<file path="config.mk">
export PLATFORM = sky130hd
export DESIGN_NAME = rr_event_encoder_flat
export DESIGN_NICKNAME = d
export VERILOG_FILES = /design/src/rtl/rr_event_encoder_pkg.sv /design/src/rtl/rr_event_encoder_if.sv /design/src/rtl/rr_pick.sv /design/src/rtl/rr_event_encoder.sv /design/src/flat_wrapper.sv
export SDC_FILE = /design/constraint.sdc
export NUM_CORES = 1
export LEC_CHECK = 0
export BUFFER_PORTS_ARGS = -buffer_cell sky130_fd_sc_hd__buf_2
export CAP_MARGIN = 20
export CELL_PAD_IN_SITES_DETAIL_PLACEMENT = 1
export CELL_PAD_IN_SITES_GLOBAL_PLACEMENT = 2
export CORE_MARGIN = 3
export CORE_UTILIZATION = 25
export DETAILED_ROUTE_END_ITERATION = 10
export PLACE_DENSITY = 0.71
export SYNTH_ARGS = -nofsm -noshare
export SYNTH_HDL_FRONTEND = slang
export SYNTH_SLANG_ARGS = --single-unit
</file>
<file path="constraint.sdc">
create_clock -name clk -period 5 [get_ports clk]
set_input_delay 0.75 -clock clk [delete_from_list [all_inputs] [get_ports clk]]
set_output_delay 0.75 -clock clk [all_outputs]
set_load 0.1 [all_outputs]
</file>
<file path="src/rtl/rr_event_encoder_pkg.sv">
// ==== rr_event_encoder_pkg: shared sizes, FSM encoding and helpers. Rev 1.0 ====
`default_nettype none

package rr_event_encoder_pkg;
  localparam int N    = 16;
  localparam int IDXW = 4;

  typedef enum logic {
    IDLE = 1'b0,
    HOLD = 1'b1
  } state_t;

  function automatic logic [N-1:0] onehot(input logic [IDXW-1:0] idx);
    onehot      = '0;
    onehot[idx] = 1'b1;
  endfunction
endpackage

`default_nettype wire

</file>
<file path="src/rtl/rr_event_encoder_if.sv">
// ==== rr_event_encoder_if: request capture + granted-index stream bundle. Rev 1.0 ====
`default_nettype none

interface rr_event_encoder_if;
  import rr_event_encoder_pkg::*;

  logic [N-1:0]    req;
  logic            out_valid;
  logic            out_ready;
  logic [IDXW-1:0] out_idx;
  logic [N-1:0]    pending;
  logic            overflow;

  modport master (
    input  req,
    input  out_ready,
    output out_valid,
    output out_idx,
    output pending,
    output overflow
  );

  modport slave (
    output req,
    output out_ready,
    input  out_valid,
    input  out_idx,
    input  pending,
    input  overflow
  );
endinterface

`default_nettype wire

</file>
<file path="src/rtl/rr_pick.sv">
// ==== rr_pick: round-robin selector (rotate by ptr, priority-encode, add ptr back). Rev 1.0 ====
`default_nettype none

module rr_pick
  import rr_event_encoder_pkg::*;
(
  input  logic [N-1:0]    pending,
  input  logic [IDXW-1:0] ptr,
  output logic [IDXW-1:0] sel,
  output logic            any
);

  logic [N-1:0]    rot;
  logic [IDXW-1:0] off;

  // Index arithmetic is IDXW bits wide, so i+ptr wraps mod N for free.
  always_comb begin
    rot = '0;
    for (int i = 0; i < N; i++) begin
      rot[i] = pending[IDXW'(i) + ptr];
    end
  end

  always_comb begin
    off = '0;
    for (int i = N - 1; i >= 0; i--) begin
      if (rot[i]) begin
        off = IDXW'(i);
      end
    end
  end

  assign sel = off + ptr;
  assign any = |pending;

endmodule

`default_nettype wire

</file>
<file path="src/rtl/rr_event_encoder.sv">
// ==== rr_event_encoder: captures event pulses, grants them round-robin as binary indices. Rev 1.0 ====
`default_nettype none

module rr_event_encoder
  import rr_event_encoder_pkg::*;
(
  input  logic              clk,
  input  logic              rst_n,
  rr_event_encoder_if.master bus
);

  state_t          state, state_nxt;
  logic [IDXW-1:0] ptr, ptr_nxt;
  logic [IDXW-1:0] idx_q, idx_nxt;
  logic [N-1:0]    pend_q, pend_nxt;
  logic [N-1:0]    grant_clr;
  logic            ovf_q, ovf_nxt;
  logic [IDXW-1:0] sel;
  logic            any;
  logic            load;

  rr_pick u_pick (
    .pending (pend_q),
    .ptr     (ptr),
    .sel     (sel),
    .any     (any)
  );

  always_comb begin
    state_nxt = state;
    load      = 1'b0;
    case (state)
      IDLE: begin
        if (any) begin
          load      = 1'b1;
          state_nxt = HOLD;
        end
      end
      HOLD: begin
        if (bus.out_ready) begin
          if (any) begin
            load = 1'b1;
          end else begin
            state_nxt = IDLE;
          end
        end
      end
    endcase

    // The granted bit clears on load; a fresh req on the same edge re-arms it.
    grant_clr = load ? onehot(sel) : '0;
    pend_nxt  = (pend_q & ~grant_clr) | bus.req;
    ovf_nxt   = |(bus.req & pend_q & ~grant_clr);
    idx_nxt   = load ? sel : idx_q;
    ptr_nxt   = load ? sel + IDXW'(1) : ptr;
  end

  always_ff @(posedge clk or negedge rst_n) begin
    if (!rst_n) begin
      state  <= IDLE;
      ptr    <= '0;
      idx_q  <= '0;
      pend_q <= '0;
      ovf_q  <= 1'b0;
    end else begin
      state  <= state_nxt;
      ptr    <= ptr_nxt;
      idx_q  <= idx_nxt;
      pend_q <= pend_nxt;
      ovf_q  <= ovf_nxt;
    end
  end

  assign bus.out_valid = (state == HOLD);
  assign bus.out_idx   = idx_q;
  assign bus.pending   = pend_q;
  assign bus.overflow  = ovf_q;

endmodule

`default_nettype wire

</file>
<file path="src/flat_wrapper.sv">
// flat-port wrapper written by rule: the top's interface ports become plain ports
module rr_event_encoder_flat import rr_event_encoder_pkg::*;
  (clk, rst_n, bus_req, bus_out_ready, bus_out_valid, bus_out_idx, bus_pending, bus_overflow);
  rr_event_encoder_if bus_i ();
  input  logic clk;
  input  logic rst_n;
  input wire logic [$bits(bus_i.req)-1:0] bus_req;
  input wire logic [$bits(bus_i.out_ready)-1:0] bus_out_ready;
  output wire logic [$bits(bus_i.out_valid)-1:0] bus_out_valid;
  output wire logic [$bits(bus_i.out_idx)-1:0] bus_out_idx;
  output wire logic [$bits(bus_i.pending)-1:0] bus_pending;
  output wire logic [$bits(bus_i.overflow)-1:0] bus_overflow;
  assign bus_i.req = bus_req;
  assign bus_i.out_ready = bus_out_ready;
  assign bus_out_valid = bus_i.out_valid;
  assign bus_out_idx = bus_i.out_idx;
  assign bus_pending = bus_i.pending;
  assign bus_overflow = bus_i.overflow;
  rr_event_encoder u_core (.clk(clk), .rst_n(rst_n), .bus(bus_i));
endmodule
</file>
* After elaboration in Yosys (flattened, before gate mapping)
Cells that the tools add are included.
** Word-level totals
- Register bits :: 26
- Bits of input ports :: 19
- Output and inout port bits :: 22
- Logic and storage cells :: 105
** Cells by class
- Add/subtract/negate cells :: 17
- Order comparisons :: 18
- Mux-type cells :: 56
- Bitwise gates (word level) :: 6
- Reduce and logical (&&, ||, !) cells :: 3
** Operators with widths (count)
- 4-bit by 5-bit < comparator with 1-bit output (second input constant) :: 17
- 1-bit binary-select mux with 4-bit select :: 16
- 4-bit 2-to-1 mux :: 16
- 16-bit AND :: 3
- 4-bit adder (first input constant) :: 8
- 16-bit OR reduction :: 2
- 1-bit 2-to-1 mux :: 20
- 3-bit by 4-bit adder with 4-bit output (first input constant) :: 4
- 16-bit 2-to-1 mux :: 1
- 16-bit inverter :: 1
- 16-bit OR :: 1
- 2-bit by 4-bit adder with 4-bit output (first input constant) :: 2
- 1-bit by 4-bit adder with 4-bit output (first input constant) :: 1
- 4-bit by 1-bit adder with 4-bit output (second input constant) :: 1
- 4-bit adder :: 1
- 1-bit demux with 4-bit select :: 1
- 4-bit by 1-bit greater-or-equal comparator with 1-bit output (second input constant) :: 1
- 1-bit case mux with 2 select lines :: 2
- 1-bit logical AND :: 1
- 1-bit inverter :: 1

* Logic depth before layout (Yosys ltp)
Gate-level depths: netlist of run 1.
- Depth after elaboration :: 28
- Depth in mapped cells :: 24
- Depth with buffers taken out :: 21

* Cells and area by module
From an unflattened synthesis of run 1, not the netlist that was laid out.
** Second synthesis, totals
- Cells, all modules :: 244
- Area, all modules :: 2665.1 sq um
** By module, submodules not included
- rr_pick :: times used 1, cells each 121, area each 1372.6 sq um, seq. area each 0.0 sq um
- rr_event_encoder :: times used 1, cells each 123, area each 1292.5 sq um, seq. area each 650.6 sq um

* Least setup slack after synthesis of run 1
OpenSTA, ideal clock, no wires.
- Path kind :: reg2reg
- From :: register u_core.ptr[1]
- To :: register u_core.ovf_q, in the netlist u_core.bus.overflow
- Library setup time :: 0.139 ns
- Data arrival time :: 5.434 ns
- Data required time :: 4.861 ns
- Slack :: -0.573 ns
- Stages on the path, launching flop included :: 20
- Buffers on the path :: 2
- Clock period less this slack :: 5.573 ns
- Cell sequence :: dfrtp_1 > clkbuf_1 > inv_1 > ha_1 > clkbuf_1 > mux4_2 > mux4_2 > o311ai_0 > a21oi_1 > nor3_1 > nor3_1 > ha_1 > a21o_1 > a21oi_1 > xnor2_1 > nand2_1 > o311ai_0 > a31oi_1 > nor4_1 > nand4_1
** On the way
- Cells in the longest elaborated chain, start to end :: 28
- Elaborated cells on any way between the ends :: 73
- Those cells by class :: add/sub: 16; order compare: 2; mux: 51; bitwise: 2; reduce/logical: 2
** RTL lines
- start, declared :: RTL line rr_event_encoder.sv:13 : logic [IDXW-1:0] ptr, ptr_nxt;
- start signal, assigned :: RTL line rr_event_encoder.sv:67 : ptr <= ptr_nxt;
- 4-bit adder :: RTL line rr_pick.sv:20 : rot[i] = pending[IDXW'(i) + ptr];
- 1-bit binary-select mux with 4-bit select :: RTL line rr_pick.sv:20
- 1-bit 2-to-1 mux (implied by the code) :: RTL line rr_pick.sv:20
- 4-bit 2-to-1 mux (16 in series) :: RTL line rr_pick.sv:27 : if (rot[i]) begin
- 4-bit adder (*) :: RTL line rr_pick.sv:33 : assign sel = off + ptr;
- 4-bit by 5-bit < comparator with 1-bit output (implied by the code) / 4-bit by 1-bit greater-or-equal comparator with 1-bit output (equally long branches) :: RTL line rr_event_encoder_pkg.sv:15 : onehot[idx] = 1'b1;
- 1-bit logical AND (implied by the code) :: RTL line rr_event_encoder_pkg.sv:15
- 1-bit 2-to-1 mux (implied by the code) :: RTL line rr_event_encoder_pkg.sv:15
- 1-bit demux with 4-bit select (*)
- 16-bit 2-to-1 mux (*) :: RTL line rr_event_encoder.sv:51 : grant_clr = load ? onehot(sel) : '0;
- 16-bit inverter (*) :: RTL line rr_event_encoder.sv:53 : ovf_nxt = |(bus.req & pend_q & ~grant_clr);
- 16-bit AND (*) :: RTL line rr_event_encoder.sv:53
- 16-bit OR reduction (*) :: RTL line rr_event_encoder.sv:53
- net u_core.ovf_nxt :: RTL line rr_event_encoder.sv:17 : logic ovf_q, ovf_nxt;
- end signal, assigned :: RTL line rr_event_encoder.sv:70 : ovf_q <= ovf_nxt;
- end, declared :: RTL line rr_event_encoder.sv:17
Mark *: on every way through the listed nets, which the timed path passes. The rest lies on a longest branch. The select of a mux whose other input is x is not followed.
A chain may end at the register's enable or synchronous reset.

* Worst setup path after layout of run 1
Same ends and word-level chain as after synthesis.

==> run summary, run 1 <==
The run finished with clean final reports. The area growth from synthesis to final layout was 24.4%. After synthesis, flip-flops and latches occupy 24.6% of the total area. The floorplan step defined a core boundary enclosing 10000 um^2. The initial antenna violation count is 0, and the delay of the slowest cell on the worst path is 0.55 ns. The number of enable-type register cells in the synthesized netlist is 0.

The setup slack of the most critical reg-to-reg path came out at 0.36 ns. The most instantiated flip-flop cell in the synthesis netlist was sky130_fd_sc_hd__dfrtp_1. The area used by multi-input combinational logic is 2020 um^2, and the buffers plus inverters on the worst setup path is 2. The starting density of the core is 26.3%. Most common cell after layout, fill and taps aside: sky130_fd_sc_hd__nand2_1. After global routing the overflow that remains totals 0.

After technology mapping, the gate count stands at 262. Dividing total power by cell area gives a power density of 602 nW/um^2. Synthesis instantiated 45 different standard cells from the library. Headroom to the max-slew limit came out at 58.6%. The area share of xor/xnor cells in the synthesized design came out at 5.63%. The first element of the critical path is u_core.ptr[1]. The synthesized cell area came out at 2650 um^2. The cell type of the slowest stage on the worst timing path is sky130_fd_sc_hd__mux4_2. Row generation in the floorplan step produced 36 rows. The worst path setup slack after routing came out at 0.357 ns. The synthesized design contains 26 register bits. The sink count of the clock tree was 26; the maximum number of pins on one net before global-route repair was 27. Prior to clock tree synthesis, the placed netlist has a worst setup slack of 0.00796 ns.

The logs give 3290 um^2 for the total non-filler cell area in the finished layout and 3 for the number of buffers inserted during clock tree synthesis. The worst setup path is launched from a flip-flop. The number of global-route vias before repair is 2516.

Setup violations remaining at the end of the flow were counted as 0. The synthesized netlist devotes 7.38% of its cell area to adder and majority cells. Critical path endpoint: u_core.bus.overflow.

The shortest clock period the worst path allows after layout is 4.64 ns. Derived from the worst setup path, the maximum achievable clock frequency is 215 MHz. Cells with a size suffix above 1 make up 38.9% of the layout.

Measured along the x axis, the die boundary spans 109 um. Counting cells, the worst reg-to-reg path comes to 20. At the end of routability-driven placement, the weighted congestion stood at 0.833. After detailed routing, the average wire length per cell comes to 18.8 um.

The multiplexer share of the synthesized area is 28.0%, and the synthesized-area fraction occupied by ao, oa, aoi and oai cells is 15.9%. Pin placement for this block handled 41 I/O pins. The net count of the finished layout is 354.

The number of hold violations in the final report is 0, and the share of flip-flops with an asynchronous set or reset is 100%. Cell area after placement: 3140 um^2. For this run, the total global-route usage over all layers was measured as 14.8%. The number of filler cells placed in the layout came out at 1149. The wire length of the first global-routing pass is 13700 um. The synthesized netlist devotes 15.8% of its cell area to simple gates. The utilization after layout was 32.8%.

Summing all flip-flop and latch instances after layout gives 651 um^2. The buffer type at the clock tree root is sky130_fd_sc_hd__clkbuf_8. The setup path with the least slack is of type flip-flop to flip-flop. For the routed via count, the log shows 2349. Clock-pin slew was measured on the worst setup and hold paths at 0.10 ns.

The critical path goes through inv_1 -> ha_4 -> mux4_2 -> mux4_2 -> a21oi_1 -> o21ai_0 -> a21oi_1 -> o21ba_2 -> o21ai_1 -> ha_2 -> fa_2 -> xor2_2 -> buf_4 -> nand2b_1 -> nor3_2 -> o2111ai_1 -> o311ai_1 -> a31oi_1 -> nor4_1 -> nand4_1. Total half-perimeter wirelength after legalization and detailed placement: 6880 um. The tools report the number of violations of the max-capacitance limit as 0.

The clock passes through at most 2 buffers. Clock latency on the worst-skew pair, taken at its later pin, is 0.27 ns. The logs give 0 for the final-report max-slew violation count and 0 for the count of nets left with antenna violations after detail routing. Terminus of the critical flop-to-flop path: u_core.bus.overflow. Synthesis produced a netlist with a net count of 296. In the final timing run, aggregate negative setup slack is 0 ns. Leaving out fill and tap cells, the most frequent cells in the layout are sky130_fd_sc_hd__nand2_1, sky130_fd_sc_hd__buf_2, sky130_fd_sc_hd__dfrtp_1, sky130_fd_sc_hd__mux4_2, sky130_fd_sc_hd__buf_4. Of the available clock period, the critical path in the final layout requires 92.9%. STA puts the critical path data required time at 5.15 ns.

The number of remaining DRC errors was 0. In this run the static leakage power is 1.21 nW. The die boundary height was 109 um; the actual transition at the worst max-transition pin was 0.615 ns. The repair_antennas step left the layout with diodes totalling 0. The worst clock skew is 0.00483 ns, and the H-tree level count is 1.

The type of the most critical hold path was input port to async pin. The critical path runs through a total of 20 cells. The logs give 4 for the number of iterations in the first detailed-routing pass and 0 for the number of warnings reported in the yosys synthesis log. TritonCTS built the clock tree. The gate family responsible for the most delay along the worst path was multiplexers. Largest fanout on the critical path: 8.

Data on the critical path arrives at its endpoint at 4.79 ns. The number of I/O port buffers came out at 40. The detailed router finished its first iteration with 108 violations.

Dividing the detail-routed via count by the number of cells gives 5.20. The post-cts hold buffer count came out at 0. The run gives 0.000286 V as the worst vdd rail ir drop. The worst setup path is captured at a flip-flop.

Largest family of logic cells by synthesized area: multiplexers. The average instance in the mapped netlist occupies 10.1 um^2. The floorplan step defined a die boundary enclosing 11900 um^2. Launching point of the worst reg2reg path: u_core.ptr[1]. Wires add up to 8480 um.
## layout make-up
class / instances / area share (%)
clock buffer: 4 / 1.67
inverter: 9 / 1.03
multi-input combinational: 218 / 61.3
sequential: 26 / 19.8
tap: 133 / 5.05
timing repair buffer: 62 / 11.2
## cell families (layout without fill, tap and decap cells)
kind of cell               count (synthesis)  after routing
and+or+nand+nor                           84             84
buffers and inverters                     18             75
xor gates and xnor gates                  14             14
adders and majority gates                 15             15
AOI/OAI and AO/OA                         61             61
DFF                                       26             26
muxes                                     44             44
## per-stage QoR
stage	instances	total power [mW]	hold WS [ns]
final	452	1.98	0.474
after global routing	452	2.13	0.506
after CTS	448	1.92	0.491
after detailed placement	444	1.77	0.467
after global placement	444	1.74	0.459
after floorplan	262	1.39	0.454
## cell usage after synthesis, types with 7 or more instances
| master | instances | area (um^2) |
|---|---|---|
| sky130_fd_sc_hd__mux2_2 | 11 | 124 |
| sky130_fd_sc_hd__a21o_1 | 18 | 135 |
| sky130_fd_sc_hd__mux4_2 | 22 | 495 |
| sky130_fd_sc_hd__inv_1 | 9 | 33.8 |
| sky130_fd_sc_hd__xnor2_1 | 8 | 70.1 |
| sky130_fd_sc_hd__mux2i_1 | 10 | 100 |
| sky130_fd_sc_hd__nand2_1 | 42 | 158 |
| sky130_fd_sc_hd__clkbuf_1 | 7 | 26.3 |
| sky130_fd_sc_hd__dfrtp_1 | 26 | 651 |
| sky130_fd_sc_hd__o21ai_0 | 9 | 45.0 |
| sky130_fd_sc_hd__ha_1 | 14 | 175 |
| sky130_fd_sc_hd__a31oi_1 | 7 | 43.8 |
| sky130_fd_sc_hd__a21oi_1 | 13 | 65.1 |
## where the power goes
| part | switching, mW | total, mW | leakage, nW | internal [mW] |
|---|---|---|---|---|
| registers | 0.0860 | 0.347 | 0.259 | 0.261 |
| logic | 0.900 | 1.49 | 0.926 | 0.595 |
| clock network | 0.0722 | 0.143 | 0.0288 | 0.0705 |
| total | 1.06 | 1.98 | 1.21 | 0.926 |
## registers in the layout, indices dropped and copies added, names as in the netlist
name and flops:
u_core.bus.out_idx 4, u_core.ptr 4, u_core.bus.overflow 1, u_core.bus.pending 16, u_core.bus.out_valid 1
## routing by layer
layer	wire [um]	vias to the layer above	share of wire, %	global-route usage (%)
met1	3770	1189	44	20.0
met5	0	-	0	0
met2	4360	45	51	26.0
li1	-	1109	-	-
met4	89	0	1.0	2.89
met3	259	6	3.1	1.18
## how the worst min path moves through the flow
stage | start | endpoint | slack (ns) | cells after the start
floorplan | rst_n | u_core.bus.out_idx[0] | 0.45 | 0
CTS | u_core.bus.out_idx[0] | u_core.bus.out_idx[0] | 0.49 | 1
global placement | u_core.bus.out_idx[0] | u_core.bus.out_idx[0] | 0.46 | 1
finish | rst_n | u_core.bus.pending[5] | 0.47 | 1
global route | rst_n | u_core.bus.pending[4] | 0.51 | 1
detailed placement | u_core.bus.out_idx[0] | u_core.bus.out_idx[0] | 0.47 | 1
## what timing repair did
action / CTS / global route
resized for setup: 0 / 18
endpoints found under the setup margin: 0 / 14
buffers inserted: 0 / 4
Note: power is estimated with default switching activity, not from simulation.
==> run 2, diff against run 1 <==
--- a/config.mk
+++ b/config.mk
@@ -6,9 +6,9 @@
 export NUM_CORES = 1
 export LEC_CHECK = 0
 export BUFFER_PORTS_ARGS = -buffer_cell sky130_fd_sc_hd__buf_2
-export CAP_MARGIN = 20
 export CELL_PAD_IN_SITES_DETAIL_PLACEMENT = 1
 export CELL_PAD_IN_SITES_GLOBAL_PLACEMENT = 2
+export CORE_ASPECT_RATIO = 2
 export CORE_MARGIN = 3
 export CORE_UTILIZATION = 25
 export DETAILED_ROUTE_END_ITERATION = 10
==> run 2 against run 1 <==
Net effect:
- sequential power is 2% higher
- clock skew increased by 0.00065 ns
- total power is 10% higher
- critical path type unchanged
- highest routed layer unchanged
- via count rose by 5.7%
- global-route usage increased by 2.0 points
- count of clock-buffer cells in the layout shrank 1
- maximum frequency shrank 1.7%
- largest power group unchanged
==> run summary, run 2 (synthesis gave the netlist of run 1 again) <==
Initial antenna violation count: 0. The clock network latency to the later pin of the worst-skew pair is 0.27 ns. The area growth from synthesis to layout is 29.2%.

Before CTS, the worst setup slack after placement is -0.242 ns. The die boundary height is 152 um, and the wire length reported by the detailed router is 9580 um. The per-cell routed wire length was 20.7 um.

The worst setup path is of the flip-flop to flip-flop kind. The internal portion of total power is 1.05 mW, and the fraction of power consumed by combinational cells is 72.8%. The wire length of the first global-routing pass was 15000 um; the average via count per standard cell was 5.37. Fraction of layout cells with a size suffix above 1: 40.4%. The share of the clock period used by the worst path came out at 94.5%. Across the run, the number of max-cap violations was 0. In this run, the number of DRC markers left after iteration 0 of detailed routing was 52.

The detailed router placed 2483 vias in this run. The tools report the number of hold violations in the final report as 0. The largest fanout on the critical path was 7.

Net switching is 51.7% of the power. For the starting density of the core, the log shows 25.9%. 0 antenna diodes ended up in the layout. The actual transition at the worst max-transition pin was 0.650 ns.

The number of flip-flops in the largest register works out to 16. For this run, the post-layout net count is 362. Traced cell by cell, the critical path runs through inv_1 -> ha_4 -> buf_4 -> mux4_2 -> mux2_2 -> mux2_2 -> a2111o_1 -> nand2b_1 -> a21boi_1 -> ha_1 -> a21oi_2 -> xnor2_2 -> xnor2_2 -> a31oi_1 -> nor4_2 -> nand4_1. Buffers inserted during clock tree synthesis total 3. STA puts the critical path data required time at 5.13 ns. The tools report the worst vdd rail ir drop as 0.000375 V. The sink count of the clock tree is 26, and the global router's overall resource usage is 16.8%. TritonCTS built the clock tree. For the switching power of the nets, the log shows 1.13 mW.

Measured along the x axis, the die boundary spans 78.8 um. Total half-perimeter wirelength after legalization and detailed placement: 7980 um. The tools report the H-tree level count as 1. The sort of element at the end of the critical path is a flip-flop.

The total placed cells including tap cells came out at 455. For the worst setup path, the data arrival time is 4.85 ns. The analysis attributes to cell leakage a power of 1.28 nW. Setup violations remaining at the end of the flow were counted as 0. The most common cell after layout, fill and taps aside is sky130_fd_sc_hd__nand2_1. The count of cells in the finished layout, fillers not included, comes to 462. Buffers placed on the I/O ports in this run total 40.

STA classifies the critical path startpoint as a flip-flop. The flow ran to the end, and the final reports show no timing, DRC or antenna violations. Count of nets left with antenna violations after detail routing: 0. The number of remaining DRC errors came out at 0. Broken down by cell family, the worst path's largest delay share belongs to compound AO/OA/AOI/OAI gates.

The run gives 0.276 ns as the worst path setup slack after routing. The post-cts hold buffer count came out at 0. After clock tree synthesis, the clock-pin slew on the worst setup and hold paths is 0.07 ns. The worst hold path belongs to the class input port to async pin. In this run the power density over the cells is 638 nW/um^2. In this run the tightest slew margin relative to its limit is 56.2%. The worst clock skew was 0.00548 ns.

Buffer type at the clock tree root: sky130_fd_sc_hd__clkbuf_16. The tools report the number of global-route vias before repair as 2687. The region available for standard cell placement spans 10200 um^2.

The clock passes through at most 2 buffers. The number of stages on the worst setup path works out to 16. On the critical path, the stage with the largest delay is an instance of sky130_fd_sc_hd__a2111o_1.

Entering global routing, the biggest net connects 27 pins. The row count is 52, and the I/O pin count is 41. The worst-case reg-to-reg path depth was 16. The critical path contains buffers and inverters numbering 2 combined. The tools report the total die area as 11900 um^2. Counting I/O delays and the setup requirement, the final critical path takes 4.72 ns. In this design, the stage delay of the slowest critical-path cell is 0.51 ns.

The number of iterations in the first detailed-routing pass was 4. The final-report max-slew violation count was 0; the remaining global-route overflow was 0. The clock power share came out at 10.9%. Of the total power, registers draw 16.2%.

Routability-driven placement finished with a final weighted congestion of 0.906. The tools report the highest clock frequency the design can meet as 212 MHz. Leaving out fill and tap cells, the most frequent cells in the layout are sky130_fd_sc_hd__nand2_1, sky130_fd_sc_hd__buf_2, sky130_fd_sc_hd__buf_4, sky130_fd_sc_hd__dfrtp_1, sky130_fd_sc_hd__mux4_2.
[run 2: changes by cell type in the layout (fill, tap and decap cells not counted), moves of 2 or more]
| cell | delta |
|---|---|
| sky130_fd_sc_hd__buf_4 | +8 |
| sky130_fd_sc_hd__clkbuf_16 | +3 |
| sky130_fd_sc_hd__clkbuf_8 | -4 |
| sky130_fd_sc_hd__ha_1 | +2 |
| sky130_fd_sc_hd__ha_2 | -2 |
| sky130_fd_sc_hd__nor3_1 | +2 |
| sky130_fd_sc_hd__nor3_2 | -2 |
| sky130_fd_sc_hd__nor4_1 | -2 |
| sky130_fd_sc_hd__nor4_2 | +2 |
[run 2: repair_timing]
item,CTS,global route
endpoints found under the setup margin,1,16
buffers inserted,0,3
pin swaps,0,5
gates resized for setup,5,14
cloned,0,0
[run 2: area by class of cell]
| class | instances | area, um^2 |
|---|---|---|
| Clock buffer | 3 | 75.1 |
| Clock inverter | 1 | 30.0 |
| Fill cell | 1202 | 6800 |
| Inverter | 9 | 33.8 |
| Multi-Input combinational cell | 218 | 2030 |
| Sequential cell | 26 | 652 |
| Tap cell | 135 | 169 |
| Timing Repair Buffer | 70 | 433 |
[run 2: per-layer routing]
layer | global-route usage, % | vias up | part of all wire [%]
met5 | 0 | - | 0
met4 | 10.9 | 0 | 6.8
met3 | 1.12 | 33 | 2.7
met2 | 34.5 | 80 | 60
met1 | 15.1 | 1249 | 31
li1 | - | 1121 | -
[run 2: path summary, 6_finish.rpt]
kind	start	end	slack [ns]
max	u_core.ptr[0]	u_core.bus.overflow	0.28
min	rst_n	u_core.bus.pending[6]	0.48
max reg2reg	u_core.ptr[0]	u_core.bus.overflow	0.28
min reg2reg	u_core.bus.out_idx[0]	u_core.bus.out_idx[0]	0.49
max in group asynchronous	rst_n	u_core.ptr[2]	4.06
min in group clk	u_core.bus.out_idx[0]	u_core.bus.out_idx[0]	0.49
[run 2: worst reg2reg max path: stages (launching register included)]
cell,delay (ns)
sky130_fd_sc_hd__dfrtp_1,0.38
sky130_fd_sc_hd__inv_1,0.09
sky130_fd_sc_hd__ha_4,0.33
sky130_fd_sc_hd__buf_4,0.13
sky130_fd_sc_hd__mux4_2,0.33
sky130_fd_sc_hd__mux2_2,0.30
sky130_fd_sc_hd__mux2_2,0.27
sky130_fd_sc_hd__a2111o_1,0.51
sky130_fd_sc_hd__nand2b_1,0.19
sky130_fd_sc_hd__a21boi_1,0.20
sky130_fd_sc_hd__ha_1,0.31
sky130_fd_sc_hd__a21oi_2,0.19
sky130_fd_sc_hd__xnor2_2,0.18
sky130_fd_sc_hd__xnor2_2,0.40
sky130_fd_sc_hd__a31oi_1,0.19
sky130_fd_sc_hd__nor4_2,0.44
sky130_fd_sc_hd__nand4_1,0.14
[run 2: power groups by stage]
stage	combinational, mW	clock [mW]	sequential, mW
detailed placement	1.54	0	0.355
CTS	1.55	0.250	0.353
global placement	1.52	0	0.355
finish	1.59	0.238	0.354
global route	1.70	0.255	0.366
floorplan	0.810	0	0.581
[run 2: through the flow]
| step | TNS (ns) | hold slack, ns | power, mW | area [um^2] | utilization [%] |
|---|---|---|---|---|---|
| 6_report | 0 | 0.483 | 2.18 | 3420 | 33.5 |
| 4_1_cts | 0 | 0.487 | 2.16 | 3330 | 32.6 |
| 5_1_grt | -0.0121 | 0.511 | 2.32 | 3420 | 33.5 |
| 3_3_place_gp | -0.183 | 0.456 | 1.87 | 3210 | 31.4 |
| 2_1_floorplan | 0 | 0.454 | 1.39 | 2670 | - |
| 3_5_place_dp | -0.242 | 0.471 | 1.89 | 3210 | 31.4 |
==> run 3, diff against run 2 <==
--- a/config.mk
+++ b/config.mk
@@ -5,6 +5,7 @@
 export SDC_FILE = /design/constraint.sdc
 export NUM_CORES = 1
 export LEC_CHECK = 0
+export ABC_AREA = 1
 export BUFFER_PORTS_ARGS = -buffer_cell sky130_fd_sc_hd__buf_2
 export CELL_PAD_IN_SITES_DETAIL_PLACEMENT = 1
 export CELL_PAD_IN_SITES_GLOBAL_PLACEMENT = 2
@@ -12,7 +13,7 @@
 export CORE_MARGIN = 3
 export CORE_UTILIZATION = 25
 export DETAILED_ROUTE_END_ITERATION = 10
-export PLACE_DENSITY = 0.71
+export PLACE_DENSITY = 0.76
 export SYNTH_ARGS = -nofsm -noshare
 export SYNTH_HDL_FRONTEND = slang
 export SYNTH_SLANG_ARGS = --single-unit
==> constraint.sdc (replaced) <==
create_clock -name clk -period 5.3 [get_ports clk]
set_input_delay 0.795 -clock clk [delete_from_list [all_inputs] [get_ports clk]]
set_output_delay 0.795 -clock clk [all_outputs]
set_load 0.1 [all_outputs]
==> run 3 against run 2 <==
Net effect:
- register-to-register slack improved by 0.35 ns
- sequential share of layout area rose by 0.81 points
- critical path depth increased by 15
- via count is 18% higher
- hold slack improved by 0.010 ns
- flip-flop and latch count did not move
- clock skew is 0.00079 ns lower
- global-route usage rose by 0.057 points
- design area fell by 4.3%
- wire length increased by 7.4%
- non-clock buffer count shrank 25
- cell count rose by 31%
==> run summary, run 3 <==
STA classifies the critical path endpoint as a flip-flop. The worst setup path is of the flip-flop to flip-flop kind. Setup slack of the most critical reg-to-reg path: 0.63 ns. In this run the remaining antenna-violating nets after routing total 0. The average via count per standard cell is 4.83. Most common cell after layout, fill and taps aside: sky130_fd_sc_hd__nand2_1. The share of the clock period used by the worst path was 88.1%; the clock network latency to the later pin of the worst-skew pair was 0.27 ns. The final-report max-slew violation count is 0. The tightest min-delay check is of the flip-flop to flip-flop type. The initial utilization of the core area, before any placement, comes to 25.8%. The number of I/O port buffers was 40; the per-cell routed wire length was 17.0 um. After synthesis, flip-flops and latches occupy 22.9% of the total area. The maximum number of pins on one net before global-route repair is 27. The I/O pin count came out at 41. Sequential cell area: 651 um^2. Ranked by instance count, the synthesized netlist is headed by sky130_fd_sc_hd__nand2_1, sky130_fd_sc_hd__nand3_1, sky130_fd_sc_hd__inv_1.

The logs give 11000 um^2 for the core outline area and 0 for the number of hold violations in the final report. Setup violations remaining at the end of the flow were counted as 0. The logs give 0 for the number of remaining DRC errors and 4 for the number of iterations in the first detailed-routing pass. The net count after synthesis is 460, and the number of filler cells placed in the layout is 1429. For the worst setup path, the data arrival time is 4.83 ns. Initial antenna violation count: 0. The Yosys step of the flow raised 0 warnings. The number of violations of the max-capacitance limit is 0, and the row count is 54.

The total die area came out at 12700 um^2. The post-synthesis area per instance was 6.66 um^2; the number of buffers inserted during clock tree synthesis was 3. The worst setup path is launched from a flip-flop. In the synthesized netlist the async set-or-reset flop fraction comes to 100%.

The largest single stage delay on the critical path is 0.75 ns. The cell type of the slowest stage on the worst timing path was sky130_fd_sc_hd__dfrtp_1. In this run, distinct cell masters in the synthesized netlist total 36. The area growth from synthesis to final layout works out to 15.3%. The number of enable-type register cells in the synthesized netlist was 0; the synthesized instance count was 426.

The first global-routing pass estimated 16000 um of wire. The clock arrives with 0.00469 ns of skew. The register bit total from synthesis was 26; the setup TNS after final layout was 0 ns.

At the pin with the least slew margin, the transition time is 0.654 ns. Measured against its own limit, the worst slew margin works out to 56.4%. In the final layout, the share of cells above drive strength 1 is 21.2%. Of all nets on the critical path, the largest fanout is 13. Sorting the synthesized cells by area gives the leading types as sky130_fd_sc_hd__dfrtp_1, sky130_fd_sc_hd__nand2_1, sky130_fd_sc_hd__nand3_1, sky130_fd_sc_hd__ha_1, sky130_fd_sc_hd__inv_1.

After global routing the overflow that remains totals 0. The register with the most flip-flops in the layout has 16 of them. Once the clock tree was built, the setup fixing pass inserted 0 buffers. For the tightest hold margin, the log shows 0.494 ns.

Setup repair after global routing left no endpoint under its margin. TritonCTS built the clock tree. The number of global-route vias before repair is 3073. Among all flip-flop cells after synthesis, the most frequent one is sky130_fd_sc_hd__dfrtp_1.

Leaving out fill and tap cells, the most frequent cells in the layout are sky130_fd_sc_hd__nand2_1, sky130_fd_sc_hd__nand3_1, sky130_fd_sc_hd__inv_1, sky130_fd_sc_hd__buf_2, sky130_fd_sc_hd__dfrtp_1. The multi-input combinational cells in the finished layout cover a total of 1920 um^2. The routed via count was 2924; the total inserted antenna cells was 0. The congestion estimate from routability-driven global placement came to 0.833. The tools report the post-cts hold buffer count as 0. Summed over all instances, the cell type with the most area after synthesis is sky130_fd_sc_hd__dfrtp_1. Measured along the y axis, the die boundary spans 157 um.

Wire length reported by the detailed router: 10300 um. Among the stages of the critical path, the cell type that occurs most often is sky130_fd_sc_hd__nand2_1. The worst path needs 4.67 ns of the cycle, external delays included. The number of buffers on the longest clock path was 2; the H-tree level count was 1.

The most common cell in the synthesized netlist was sky130_fd_sc_hd__nand2_1. The number of gates resized after CTS was 0. After synthesis, the largest area contributor takes up 22.9% of total cell area. The run gives 70 as the number of DRC markers in iteration 0. In this run, placement finished with an instance count of 602. Counting every sink on the clock net gives 26. The run finished with clean final reports. The cell sitting at the root of the clock tree is a sky130_fd_sc_hd__clkbuf_16.

For this run, the total global-route usage over all layers was measured as 16.8%. For the number of cells in the finished layout apart from fillers, the log shows 606. After legalization and detailed placement, the total HPWL measured 8810 um.

The highest clock frequency the design can meet is 214 MHz, and the clock-pin slew on the worst setup and hold paths is 0.07 ns. Floorplan die width: 81.3 um. The synthesized cell area is 2840 um^2.

After the last flow step, the layout net total stands at 501. STA puts the critical path data required time at 5.46 ns.
[run 3: cells by family after synthesis]
family / Yosys count / share of synthesized area (%)
xor gates and xnor gates: 11 / 3.66
DFF: 26 / 22.9
AOI/OAI and AO/OA: 38 / 8.86
and+or+nand+nor: 275 / 48.4
buffers and inverters: 61 / 9.30
adders and majority gates: 15 / 6.88
[run 3: worst paths after layout]
| kind | from | end | cells after the start |
|---|---|---|---|
| hold reg to reg | u_core.bus.out_idx[3] | u_core.bus.out_idx[3] | 2 |
| max in group asynchronous | rst_n | u_core.bus.pending[13] | 1 |
| setup / recovery | u_core.ptr[2] | u_core.bus.overflow | 31 |
| hold / removal | u_core.bus.out_idx[3] | u_core.bus.out_idx[3] | 2 |
| min in group asynchronous | rst_n | u_core.bus.out_idx[0] | 1 |
| setup reg to reg | u_core.ptr[2] | u_core.bus.overflow | 31 |
[run 3: area by class of cell]
| type | instances | share of cell area [%] |
|---|---|---|
| clock buffer | 4 | 2.71 |
| inverter | 52 | 6.04 |
| multi-input combinational | 339 | 58.8 |
| sequential | 26 | 19.9 |
| tap | 140 | 5.35 |
| timing repair buffer | 45 | 7.26 |
[run 3: layer usage]
layer,up-vias,wire length (um),global-route usage (%)
met1,1407,3330,14.8
met2,39,6360,35.5
met4,0,421,8.22
met5,-,0,0
met3,15,173,1.04
li1,1463,-,-
[run 3: critical path: cells and delay by family (launching register included)]
kind	cells	cell delay, ns
compound gates	3	0.42
xor+xnor	1	0.30
fa+ha+maj	4	1.18
buf+inv	3	0.25
flops	1	0.75
simple gates	20	1.66
[run 3: per-stage QoR]
step           util [%]  worst slack (ns)  area, um^2
2_1_floorplan         -              1.18        2840
3_3_place_gp       28.9             0.597        3180
3_5_place_dp       28.9             0.581        3180
4_1_cts            29.7             0.545        3270
5_1_grt            29.7             0.140        3270
6_report           29.7             0.628        3270
Power of run 3 is not shown: default switching activity piles up to over one toggle a cycle in this logic, so the estimate is an artifact.
